### config.mk
export PLATFORM = sky130hd
export DESIGN_NAME = basket_controller
export DESIGN_NICKNAME = d
export VERILOG_FILES = /design/src/rtl/sale_terminal_pkg.sv /design/src/rtl/basket_controller_price_rom.sv /design/src/rtl/basket_controller.sv
export SDC_FILE = /design/constraint.sdc
export NUM_CORES = 1
export LEC_CHECK = 0
export CORE_MARGIN = 5
export CORE_UTILIZATION = 51
export DETAILED_ROUTE_END_ITERATION = 6
export PLACE_DENSITY_LB_ADDON = 0.1
export SLEW_MARGIN = 20
export SYNTH_ARGS = -nofsm -noshare
export SYNTH_HDL_FRONTEND = slang
export SYNTH_SLANG_ARGS = --single-unit
### constraint.sdc
create_clock -name CLOCK_50 -period 5.99 [get_ports CLOCK_50]
set_input_delay 1.4975 -clock CLOCK_50 [delete_from_list [all_inputs] [get_ports CLOCK_50]]
set_output_delay 1.4975 -clock CLOCK_50 [all_outputs]
set_load 0.01 [all_outputs]
### src/rtl/sale_terminal_pkg.sv
// Shared constants, types and the price table for the sale terminal basket.
package sale_terminal_pkg;

  localparam int NUM_PRODUCTS = 12;
  localparam int BASKET_DEPTH = 8;

  typedef enum logic [2:0] {
    IDLE,
    SEARCH,
    WRITE,
    TOTAL,
    DONE
  } state_t;

  // Latched add/remove request; qty == 0 means remove.
  typedef struct packed {
    logic [3:0] pid;
    logic [3:0] qty;
  } basket_req_t;

  // Price(id) = 10*(id+1); entry 0 is the rightmost element.
  localparam logic [11:0][7:0] PRICE_TABLE = {
    8'd120, 8'd110, 8'd100, 8'd90, 8'd80, 8'd70,
    8'd60,  8'd50,  8'd40,  8'd30, 8'd20, 8'd10
  };

  // Quantity add clamped at 15 so a slot never wraps.
  function automatic logic [3:0] sat_add(input logic [3:0] a, input logic [3:0] b);
    logic [4:0] s;
    s = {1'b0, a} + {1'b0, b};
    return s[4] ? 4'hF : s[3:0];
  endfunction

endpackage

### src/rtl/basket_controller_price_rom.sv
// Combinational price lookup; unknown product IDs cost nothing.
module price_rom
  import sale_terminal_pkg::*;
(
  input  logic [3:0] id,
  output logic [7:0] price
);

  // Table read guarded against IDs past the catalogue.
  always_comb begin
    price = '0;
    if (id < 4'(NUM_PRODUCTS)) price = PRICE_TABLE[id];
  end

endmodule

### src/rtl/basket_controller.sv
// Shopping basket: sequential slot search, single-cycle update, then a
// slot-by-slot recompute of item count and total price.
module basket_controller
  import sale_terminal_pkg::*;
#(
  parameter int BASKET_DEPTH = sale_terminal_pkg::BASKET_DEPTH,
  parameter int NUM_PRODUCTS = sale_terminal_pkg::NUM_PRODUCTS
)(
  input  logic        CLOCK_50,
  input  logic        RESET_N,
  input  logic        Enable_Pulse,
  input  logic [3:0]  ProductID_in,
  input  logic [3:0]  Quantity_in,
  input  logic        Clear_Pulse,
  input  logic [2:0]  Rd_Index,
  output logic        Rd_Valid,
  output logic [3:0]  Rd_ProductID,
  output logic [3:0]  Rd_Quantity,
  output logic        Busy,
  output logic        Done_Pulse,
  output logic        Error_Full,
  output logic        Error_InvalidID,
  output logic [3:0]  ItemCount,
  output logic [15:0] TotalPrice
);

  localparam int IDX_W = (BASKET_DEPTH > 1) ? $clog2(BASKET_DEPTH) : 1;
  localparam logic [IDX_W-1:0] LAST_IDX = IDX_W'(BASKET_DEPTH - 1);

  state_t                        state, state_nx;
  basket_req_t                   req;
  logic [IDX_W-1:0]              idx;
  logic [BASKET_DEPTH-1:0]       slot_vld;
  logic [BASKET_DEPTH-1:0][3:0]  slot_pid;
  logic [BASKET_DEPTH-1:0][3:0]  slot_qty;
  logic                          hit, free_seen;
  logic [IDX_W-1:0]              hit_idx, free_idx;
  logic [15:0]                   acc;
  logic [3:0]                    cnt;
  logic                          full_q, inv_q, clr_q;
  logic                          busy, done;
  logic [7:0]                    price;
  logic [11:0]                   term;
  logic                          id_ok, req_ok, cur_vld, cur_hit, is_full;

  // Clear beats a same-cycle Enable; requests only count in IDLE.
  assign id_ok   = {1'b0, ProductID_in} < 5'(NUM_PRODUCTS);
  assign req_ok  = Enable_Pulse && !Clear_Pulse && id_ok;
  assign cur_vld = slot_vld[idx];
  assign cur_hit = cur_vld && (slot_pid[idx] == req.pid);
  // Decided in WRITE from the registered scan results (covers the last slot).
  assign is_full = !hit && (req.qty != 4'd0) && !free_seen;

  price_rom u_price (
    .id    (slot_pid[idx]),
    .price (price)
  );

  // 4b x 8b fits 12b; 8 slots of at most 3825 fit the 16b accumulator.
  assign term = 12'(slot_qty[idx]) * 12'(price);

  // State register.
  always_ff @(posedge CLOCK_50 or negedge RESET_N) begin
    if (!RESET_N) state <= IDLE;
    else          state <= state_nx;
  end

  // Next-state: full basket visits WRITE without writing and skips TOTAL.
  always_comb begin
    state_nx = state;
    if (Clear_Pulse) state_nx = IDLE;
    else begin
      case (state)
        IDLE:    if (req_ok) state_nx = SEARCH;
        SEARCH:  if (idx == LAST_IDX) state_nx = WRITE;
        WRITE:   state_nx = is_full ? DONE : TOTAL;
        TOTAL:   if (idx == LAST_IDX) state_nx = DONE;
        DONE:    state_nx = IDLE;
        default: state_nx = IDLE;
      endcase
    end
  end

  // Status outputs; a clear reports completion in the following cycle.
  always_comb begin
    busy = (state == SEARCH) || (state == WRITE) || (state == TOTAL);
    done = (state == DONE) || clr_q;
  end

  assign Busy            = busy;
  assign Done_Pulse      = done;
  assign Error_Full      = (state == DONE) && full_q;
  assign Error_InvalidID = inv_q;

  // Request latch, scan bookkeeping, accumulation and published totals.
  always_ff @(posedge CLOCK_50 or negedge RESET_N) begin
    if (!RESET_N) begin
      req        <= '0;
      idx        <= '0;
      hit        <= 1'b0;
      free_seen  <= 1'b0;
      hit_idx    <= '0;
      free_idx   <= '0;
      acc        <= '0;
      cnt        <= '0;
      full_q     <= 1'b0;
      inv_q      <= 1'b0;
      clr_q      <= 1'b0;
      ItemCount  <= '0;
      TotalPrice <= '0;
    end else begin
      inv_q  <= (state == IDLE) && Enable_Pulse && !Clear_Pulse && !id_ok;
      clr_q  <= Clear_Pulse;
      full_q <= 1'b0;
      if (Clear_Pulse) begin
        idx        <= '0;
        acc        <= '0;
        cnt        <= '0;
        ItemCount  <= '0;
        TotalPrice <= '0;
      end else begin
        case (state)
          IDLE: begin
            if (req_ok) begin
              req       <= '{pid: ProductID_in, qty: Quantity_in};
              idx       <= '0;
              hit       <= 1'b0;
              free_seen <= 1'b0;
            end
          end
          SEARCH: begin
            if (cur_hit && !hit) begin
              hit     <= 1'b1;
              hit_idx <= idx;
            end
            if (!cur_vld && !free_seen) begin
              free_seen <= 1'b1;
              free_idx  <= idx;
            end
            idx <= (idx == LAST_IDX) ? '0 : idx + 1'b1;
          end
          WRITE: begin
            full_q <= is_full;
            idx    <= '0;
            acc    <= '0;
            cnt    <= '0;
          end
          TOTAL: begin
            if (cur_vld) begin
              acc <= acc + 16'(term);
              cnt <= cnt + 4'd1;
            end
            if (idx == LAST_IDX) begin
              TotalPrice <= acc + (cur_vld ? 16'(term) : 16'd0);
              ItemCount  <= cnt + 4'(cur_vld);
            end
            idx <= (idx == LAST_IDX) ? '0 : idx + 1'b1;
          end
          default: ;
        endcase
      end
    end
  end

  // Slot valid bits: the only slot state that needs a reset.
  always_ff @(posedge CLOCK_50 or negedge RESET_N) begin
    if (!RESET_N) slot_vld <= '0;
    else if (Clear_Pulse) slot_vld <= '0;
    else if (state == WRITE && !is_full) begin
      if (hit) begin
        if (req.qty == 4'd0) slot_vld[hit_idx] <= 1'b0;
      end else if (req.qty != 4'd0) begin
        slot_vld[free_idx] <= 1'b1;
      end
    end
  end

  // Slot payload; meaningless while the valid bit is low, so no reset.
  always_ff @(posedge CLOCK_50) begin
    if (!Clear_Pulse && state == WRITE && req.qty != 4'd0) begin
      if (hit) begin
        slot_qty[hit_idx] <= sat_add(slot_qty[hit_idx], req.qty);
      end else if (free_seen) begin
        slot_pid[free_idx] <= req.pid;
        slot_qty[free_idx] <= req.qty;
      end
    end
  end

  // Display read port, masked to zero on empty slots.
  assign Rd_Valid     = slot_vld[Rd_Index];
  assign Rd_ProductID = Rd_Valid ? slot_pid[Rd_Index] : 4'd0;
  assign Rd_Quantity  = Rd_Valid ? slot_qty[Rd_Index] : 4'd0;

endmodule

* Word-level counts from Yosys, hierarchy flattened *
Memory sizes are Yosys's and may differ from the RTL's.
Cells that the tools add are included.

storage, ports and cells
  flip-flop bits (word level) = 137
  bits in read-only memories = 128
  bits of input ports = 15
  logic and storage cells = 184
  memories = 1

cells by class
  $add $sub $neg = 6
  multiply operators = 1
  order comparisons = 9
  equal/unequal tests = 14
  multiplexer cells = 67
  bitwise operators = 5
  reductions and logical operators = 49

memory list
  memory            words  width  read ports  clocked after memory_dff  wr ports  RTL line                           source
  (name not given)  16     8      1           0                         0         basket_controller_price_rom.sv:12  if (id < 4'(NUM_PRODUCTS)) price = PRICE_TABLE[id];

operators with widths
  operator                                                                       count
  32-bit bitwise mux                                                             3
  16-bit 2-to-1 mux                                                              5
  32-bit 2-to-1 mux                                                              2
  4-bit binary-select mux with 3-bit select                                      5
  4-bit 2-to-1 mux                                                               15
  8-bit 2-to-1 mux                                                               7
  16-bit by 12-bit adder with 16-bit output                                      2
  16-bit case mux with 2 select lines                                            1
  4-bit demux with 3-bit select                                                  2
  3-bit 2-to-1 mux                                                               8
  3-bit AND reduction                                                            6
  1-bit logical AND                                                              16
  3-bit by 4-bit less-than comparator with 1-bit output (second input constant)  4
  4-bit by 8-bit multiplier with 12-bit output                                   1
  12-bit 2-to-1 mux                                                              1
  3-bit inequality test (second input constant)                                  4
  3-bit case mux with 4 select lines                                             1
  2-bit nonzero test                                                             5
  1-bit 2-to-1 mux                                                               9
  3-bit case mux with 3 select lines                                             1
  8-bit bitwise AND                                                              1
  4-bit less-than comparator (second input constant)                             2
  8-bit NOT                                                                      1
  8-bit bitwise OR                                                               1
  27 further kinds                                                               48

* Logic depth before layout (Yosys ltp) *
  word-level depth = 11
  depth in mapped cells = 28

* Modules after synthesis *
A second synthesis with hierarchy kept.

unflattened totals
  cell total of the unflattened synthesis = 893
  area total of the unflattened synthesis = 9437.8 um^2

by module, submodules not included
  module             times used  cells each  area each (um^2)  sequential area each (um^2)
  basket_controller  1           870         9246.4            3748.6
  price_rom          1           23          191.4             0.0

* Worst setup path before layout *
Ideal clock, no wire load.

  path type = flip-flop to flip-flop
  from = register idx[2]
  to = register TotalPrice[14]
  arrival time = 5955 ps
  data required time = 5921 ps
  path slack = -34 ps
  cell stages (with the launch flop) = 26
  period minus slack after synthesis = 6024 ps
  cell sequence = dfrtp_1 -> clkbuf_1 -> buf_2 -> mux4_2 -> mux2i_1 -> inv_1 -> ha_1 -> nor2_1 -> a21oi_1 -> or2_2 -> fa_1 -> fa_1 -> inv_1 -> ha_1 -> a21o_1 -> a21oi_1 -> nand2b_1 -> a21boi_0 -> o41ai_1 -> xnor2_1 -> and2_1 -> ha_1 -> nor3_1 -> a311o_1 -> or4_1 -> nand3_1

between the ends
  cells in the longest elaborated chain, start to end = 11
  elaborated cells on any way between the ends = 19
  classes of those cells = add/sub: 1; mul: 1; order compare: 1; eq/ne: 1; mux: 12; reduce/logical: 2; memory: 1

ends and longest elaborated chain
  what                                          RTL line                           source
  start, declared                               basket_controller.sv:32            logic [IDX_W-1:0] idx;
  start signal, assigned                        basket_controller.sv:140           idx <= (idx == LAST_IDX) ? '0 : idx + 1'b1;
  start signal, assigned                        basket_controller.sv:157           idx <= (idx == LAST_IDX) ? '0 : idx + 1'b1;
  4-bit binary-select mux with 3-bit select     basket_controller.sv:55            .id (slot_pid[idx]),
  4-bit 2-to-1 mux (not written as such)        basket_controller.sv:55
  memory 16 x 8 bit                             n/a
  8-bit 2-to-1 mux (not written as such)        basket_controller_price_rom.sv:12
  8-bit 2-to-1 mux                              basket_controller_price_rom.sv:12
  4-bit by 8-bit multiplier with 12-bit output  basket_controller.sv:60            assign term = 12'(slot_qty[idx]) * 12'(price);
  12-bit 2-to-1 mux                             basket_controller.sv:154           TotalPrice <= acc + (cur_vld ? 16'(term) : 16'd0);
  16-bit by 12-bit adder with 16-bit output     basket_controller.sv:154
  16-bit 2-to-1 mux                             basket_controller.sv:153           if (idx == LAST_IDX) begin
  16-bit 2-to-1 mux                             basket_controller.sv:122           case (state)
  16-bit 2-to-1 mux                             basket_controller.sv:115           if (Clear_Pulse) begin
  end signal, assigned                          basket_controller.sv:154
  end, declared                                 basket_controller.sv:24            output logic [15:0] TotalPrice

Several ways; a longest one is shown, not always the timed one. The select of a mux whose other input is x is not followed.
A chain may end at the register's enable or synchronous reset.

* Worst setup path after layout *
  from = register idx[1]
  to = register acc[15]

between the ends
  cells in the longest elaborated chain, start to end = 10
  elaborated cells on any way between the ends = 17
  classes of those cells = add/sub: 1; mul: 1; order compare: 1; eq/ne: 1; mux: 11; reduce/logical: 1; memory: 1

ends and longest elaborated chain
  what                                          RTL line                           source
  4-bit binary-select mux with 3-bit select     basket_controller.sv:55
  4-bit 2-to-1 mux (not written as such)        basket_controller.sv:55
  memory 16 x 8 bit                             n/a
  8-bit 2-to-1 mux (not written as such)        basket_controller_price_rom.sv:12
  8-bit 2-to-1 mux                              basket_controller_price_rom.sv:12
  4-bit by 8-bit multiplier with 12-bit output  basket_controller.sv:60
  16-bit by 12-bit adder with 16-bit output     basket_controller.sv:150           acc <= acc + 16'(term);
  16-bit 2-to-1 mux                             basket_controller.sv:149           if (cur_vld) begin
  16-bit case mux with 2 select lines           basket_controller.sv:122
  16-bit 2-to-1 mux                             basket_controller.sv:115
  end signal, assigned                          basket_controller.sv:150
  end, declared                                 basket_controller.sv:38            logic [15:0] acc;

Several ways; a longest one is shown, not always the timed one. The select of a mux whose other input is x is not followed.

==> run metrics <==
run status finished clean; Primary FF master, synth sky130_fd_sc_hd__dfrtp_1; Seq. cell area 3725 µm²; number of distinct standard cells referenced by the synthesized netlist 63; DIE WIDTH 142.2 µm; vertical die dimension 142.2 µm; latest clock arrival within the worst-skew pair 0.41 ns; actual transition at the worst max-transition pin 1.104 ns; Cell Area, Synth 8909 µm²; top-count cell post-synth sky130_fd_sc_hd__nand2_1; total non-filler cell area in the finished layout 10500 µm²; area share of the largest cell type after synthesis 21.57%; final antenna diode count 0; post-synth net total 917; post-layout worst setup margin 0.1736 ns; fraction of layout instances using a drive strength above 1 16.41%; maximum net fanout on the critical path 8; peak clock frequency supported by timing 171.9 MHz; data arrival time of the critical path 6.16 ns; DP Area 9711 µm²; initial antenna violation count 0; Final Hold Vio Count 0; largest net degree at the start of global routing 73; Boundary Pins 48; Clk pin slew, worst setup/hold paths 0.06 ns; Overflow after GRT 0; routed via count divided by cell count 6.052; detailed-router iteration count before antenna repair 6; Post-layout nets 971; clock buffers created by TritonCTS 17; commonest cells in the synthesized netlist 112 x sky130_fd_sc_hd__nand2_1, 78 x sky130_fd_sc_hd__nor2_1, 72 x sky130_fd_sc_hd__dfrtp_1; DR iter-0 viols 622; clock tree from TritonCTS yes; synthesis-to-finish area growth 17.91%; Final Routed Wirelength 23.91 mm; Ys Warns 0; via count 6857; pre-CTS setup slack -0.1207 ns; setup skew after layout 0.01199 ns; area of the placeable core 17240 µm²; GR Util All Layers 24.28%; mean instance size in the synthesized netlist 10.59 µm²; number of clock sinks seen by CTS 136; hold bufs inserted after CTS 0; Seq cells post-synth 136; number of enable-type register cells in the synthesized netlist 64; power density over the cells 293.0 nW/µm²; fin crit share 97.10%; Initial Util 51.68%; routability cong. 0.9234; first-pass GRT wire length 37.93 mm; Slew Limit Headroom 26.17%; Worst setup SP type flop; largest cells by area after synthesis sky130_fd_sc_hd__edfxtp_1 22%, sky130_fd_sc_hd__dfrtp_1 20%, sky130_fd_sc_hd__mux4_2 11%, sky130_fd_sc_hd__ha_1 7.0%, sky130_fd_sc_hd__nand2_1 4.7%; Period minus WS final 5.816 ns; via count of the first global-routing pass 7014; number of port buffers 47; maximum clock path buffer count 2; depth of the CTS H-tree 4; antenna viol nets, final 0; largest area contributor in the netlist sky130_fd_sc_hd__edfxtp_1; Static Leak 4.206 nW; average wire length per cell after detail routing 21.10 µm; gate count of the mapped netlist 841; max-cap violation count 0; area of the multi-input gates 5100 µm²; worst min-delay path category reg -> reg; clock tree root buffer cell sky130_fd_sc_hd__clkbuf_16; required arrival time at the worst endpoint 6.33 ns; Filler Cell Count 1401; remaining design rule violation count 0; Finish-stage setup viols 0; total half-perimeter wirelength after legalization and detailed placement 18.14 mm; pins over their slew limit 0; Critical Path End Type flop; die area 20210 µm²; classification of the worst setup path reg -> reg; FFs w/ async S/R, synth 52.94%; cell row count 48; Max IR drop VDD 0.1993 mV; sequential element share of the synthesized area 41.80%
cell usage in the layout, fill, tap and decap left out, types with 5 or more instances in the layout:
cell / count
sky130_fd_sc_hd__a211oi_1: 5
sky130_fd_sc_hd__a21o_1: 11
sky130_fd_sc_hd__a21oi_1: 36
sky130_fd_sc_hd__a22o_1: 16
sky130_fd_sc_hd__and2_1: 8
sky130_fd_sc_hd__buf_4: 26
sky130_fd_sc_hd__clkbuf_16: 18
sky130_fd_sc_hd__clkdlybuf4s50_1: 46
sky130_fd_sc_hd__dfrtp_1: 71
sky130_fd_sc_hd__edfxtp_1: 64
sky130_fd_sc_hd__fa_1: 11
sky130_fd_sc_hd__ha_1: 43
sky130_fd_sc_hd__ha_4: 5
sky130_fd_sc_hd__inv_1: 27
sky130_fd_sc_hd__mux2_2: 7
sky130_fd_sc_hd__mux2i_1: 18
sky130_fd_sc_hd__mux4_2: 44
sky130_fd_sc_hd__nand2_1: 112
sky130_fd_sc_hd__nand2b_1: 16
sky130_fd_sc_hd__nand3_1: 15
sky130_fd_sc_hd__nor2_1: 76
sky130_fd_sc_hd__nor2b_1: 13
sky130_fd_sc_hd__nor3_1: 16
sky130_fd_sc_hd__o21a_1: 7
sky130_fd_sc_hd__o21ai_0: 64
sky130_fd_sc_hd__or2_2: 5
sky130_fd_sc_hd__xnor2_1: 15
sky130_fd_sc_hd__xor2_1: 13
registers in the layout, summed over array words and instances (netlist names), 4 cells and up:
signal / flops
slot_qty: 32
ItemCount: 4
cnt: 4
slot_vld: 8
acc: 15
TotalPrice: 16
slot_pid: 32
req: 8
cells by family after synthesis:
group / share of synthesized area, %
flip-flops: 41.80
adder cells (fa/ha/maj): 9.494
AO/OA/AOI/OAI: 12.26
XOR/XNOR: 2.949
multiplexers: 15.13
AND/OR/NAND/NOR: 15.29
buffers and inverters: 3.076
path summary, 6_finish.rpt:
path / cells after the start / startpoint / slack, ns / end
worst max-delay path: 24 / idx[1] / 0.17 / acc[15]
min in group asynchronous: 1 / RESET_N / 1.21 / TotalPrice[15]
worst min-delay path: 2 / TotalPrice[3] / 0.48 / TotalPrice[3]
worst min register to register: 2 / TotalPrice[3] / 0.48 / TotalPrice[3]
max in group asynchronous: 1 / RESET_N / 4.09 / idx[1]
worst max register to register: 24 / idx[1] / 0.17 / acc[15]
power by group:
group,switching [W],internal [W]
clock network,0.000386,0.000683
logic,0.000509,0.000379
registers,0.0000937,0.00103
total,0.000989,0.00209
critical path, cell delays in order, from the launching register on:
cell and delay (ns):
sky130_fd_sc_hd__dfrtp_2 0.44, sky130_fd_sc_hd__buf_12 0.14, sky130_fd_sc_hd__mux4_2 0.49, sky130_fd_sc_hd__mux2_4 0.33, sky130_fd_sc_hd__nand2_1 0.10, sky130_fd_sc_hd__nand2_1 0.07, sky130_fd_sc_hd__or2_2 0.29, sky130_fd_sc_hd__fa_1 0.51
sky130_fd_sc_hd__fa_1 0.52, sky130_fd_sc_hd__inv_1 0.05, sky130_fd_sc_hd__ha_1 0.29, sky130_fd_sc_hd__a21o_1 0.20, sky130_fd_sc_hd__a21oi_2 0.16, sky130_fd_sc_hd__nand2b_4 0.14, sky130_fd_sc_hd__a21boi_2 0.07, sky130_fd_sc_hd__nor2_2 0.15
sky130_fd_sc_hd__xnor2_2 0.10, sky130_fd_sc_hd__ha_1 0.33, sky130_fd_sc_hd__buf_4 0.15, sky130_fd_sc_hd__o21a_1 0.13, sky130_fd_sc_hd__o21a_1 0.11, sky130_fd_sc_hd__o21a_1 0.19, sky130_fd_sc_hd__a41oi_4 0.16, sky130_fd_sc_hd__or4_1 0.52
sky130_fd_sc_hd__nand3_1 0.11
area by class of cell:
cell class,count,share of cell area [%]
multi-input cells,636,48.55
flip-flops and latches,136,35.46
repair buffers,73,6.432
clock buffers,26,4.955
well taps,225,2.680
inverters,31,1.108
clock inverters,6,0.8100
per-layer routing:
layer	share of wire (%)	vias to the layer above	track usage, %
met5	0	-	0
met4	2.3	0	7.071
met3	5.0	38	5.074
met2	49	202	40.15
met1	44	3451	32.57
li1	-	3166	-
through the flow:
stage	utilization, %	std cells	hold WS, ns	power [W]	TNS, ns
floorplan	-	841	0.4842	0.001687	0
global placement	56.34	1100	0.4633	0.001942	0
detailed placement	56.34	1100	0.4717	0.001966	-0.5146
CTS	59.94	1132	0.4844	0.003038	0
global route	60.94	1133	0.4999	0.003235	-0.02775
finish	60.94	1133	0.4792	0.003078	0
repair_timing:
item                                   in CTS  in global routing
endpoints found under the hold margin       0                  0
buffers inserted                            0                  1
gates resized for setup                     5                 32
setup endpoints to repair                   8                 12
pin swaps                                   0                  5
Note: power is estimated with default switching activity, not from simulation.
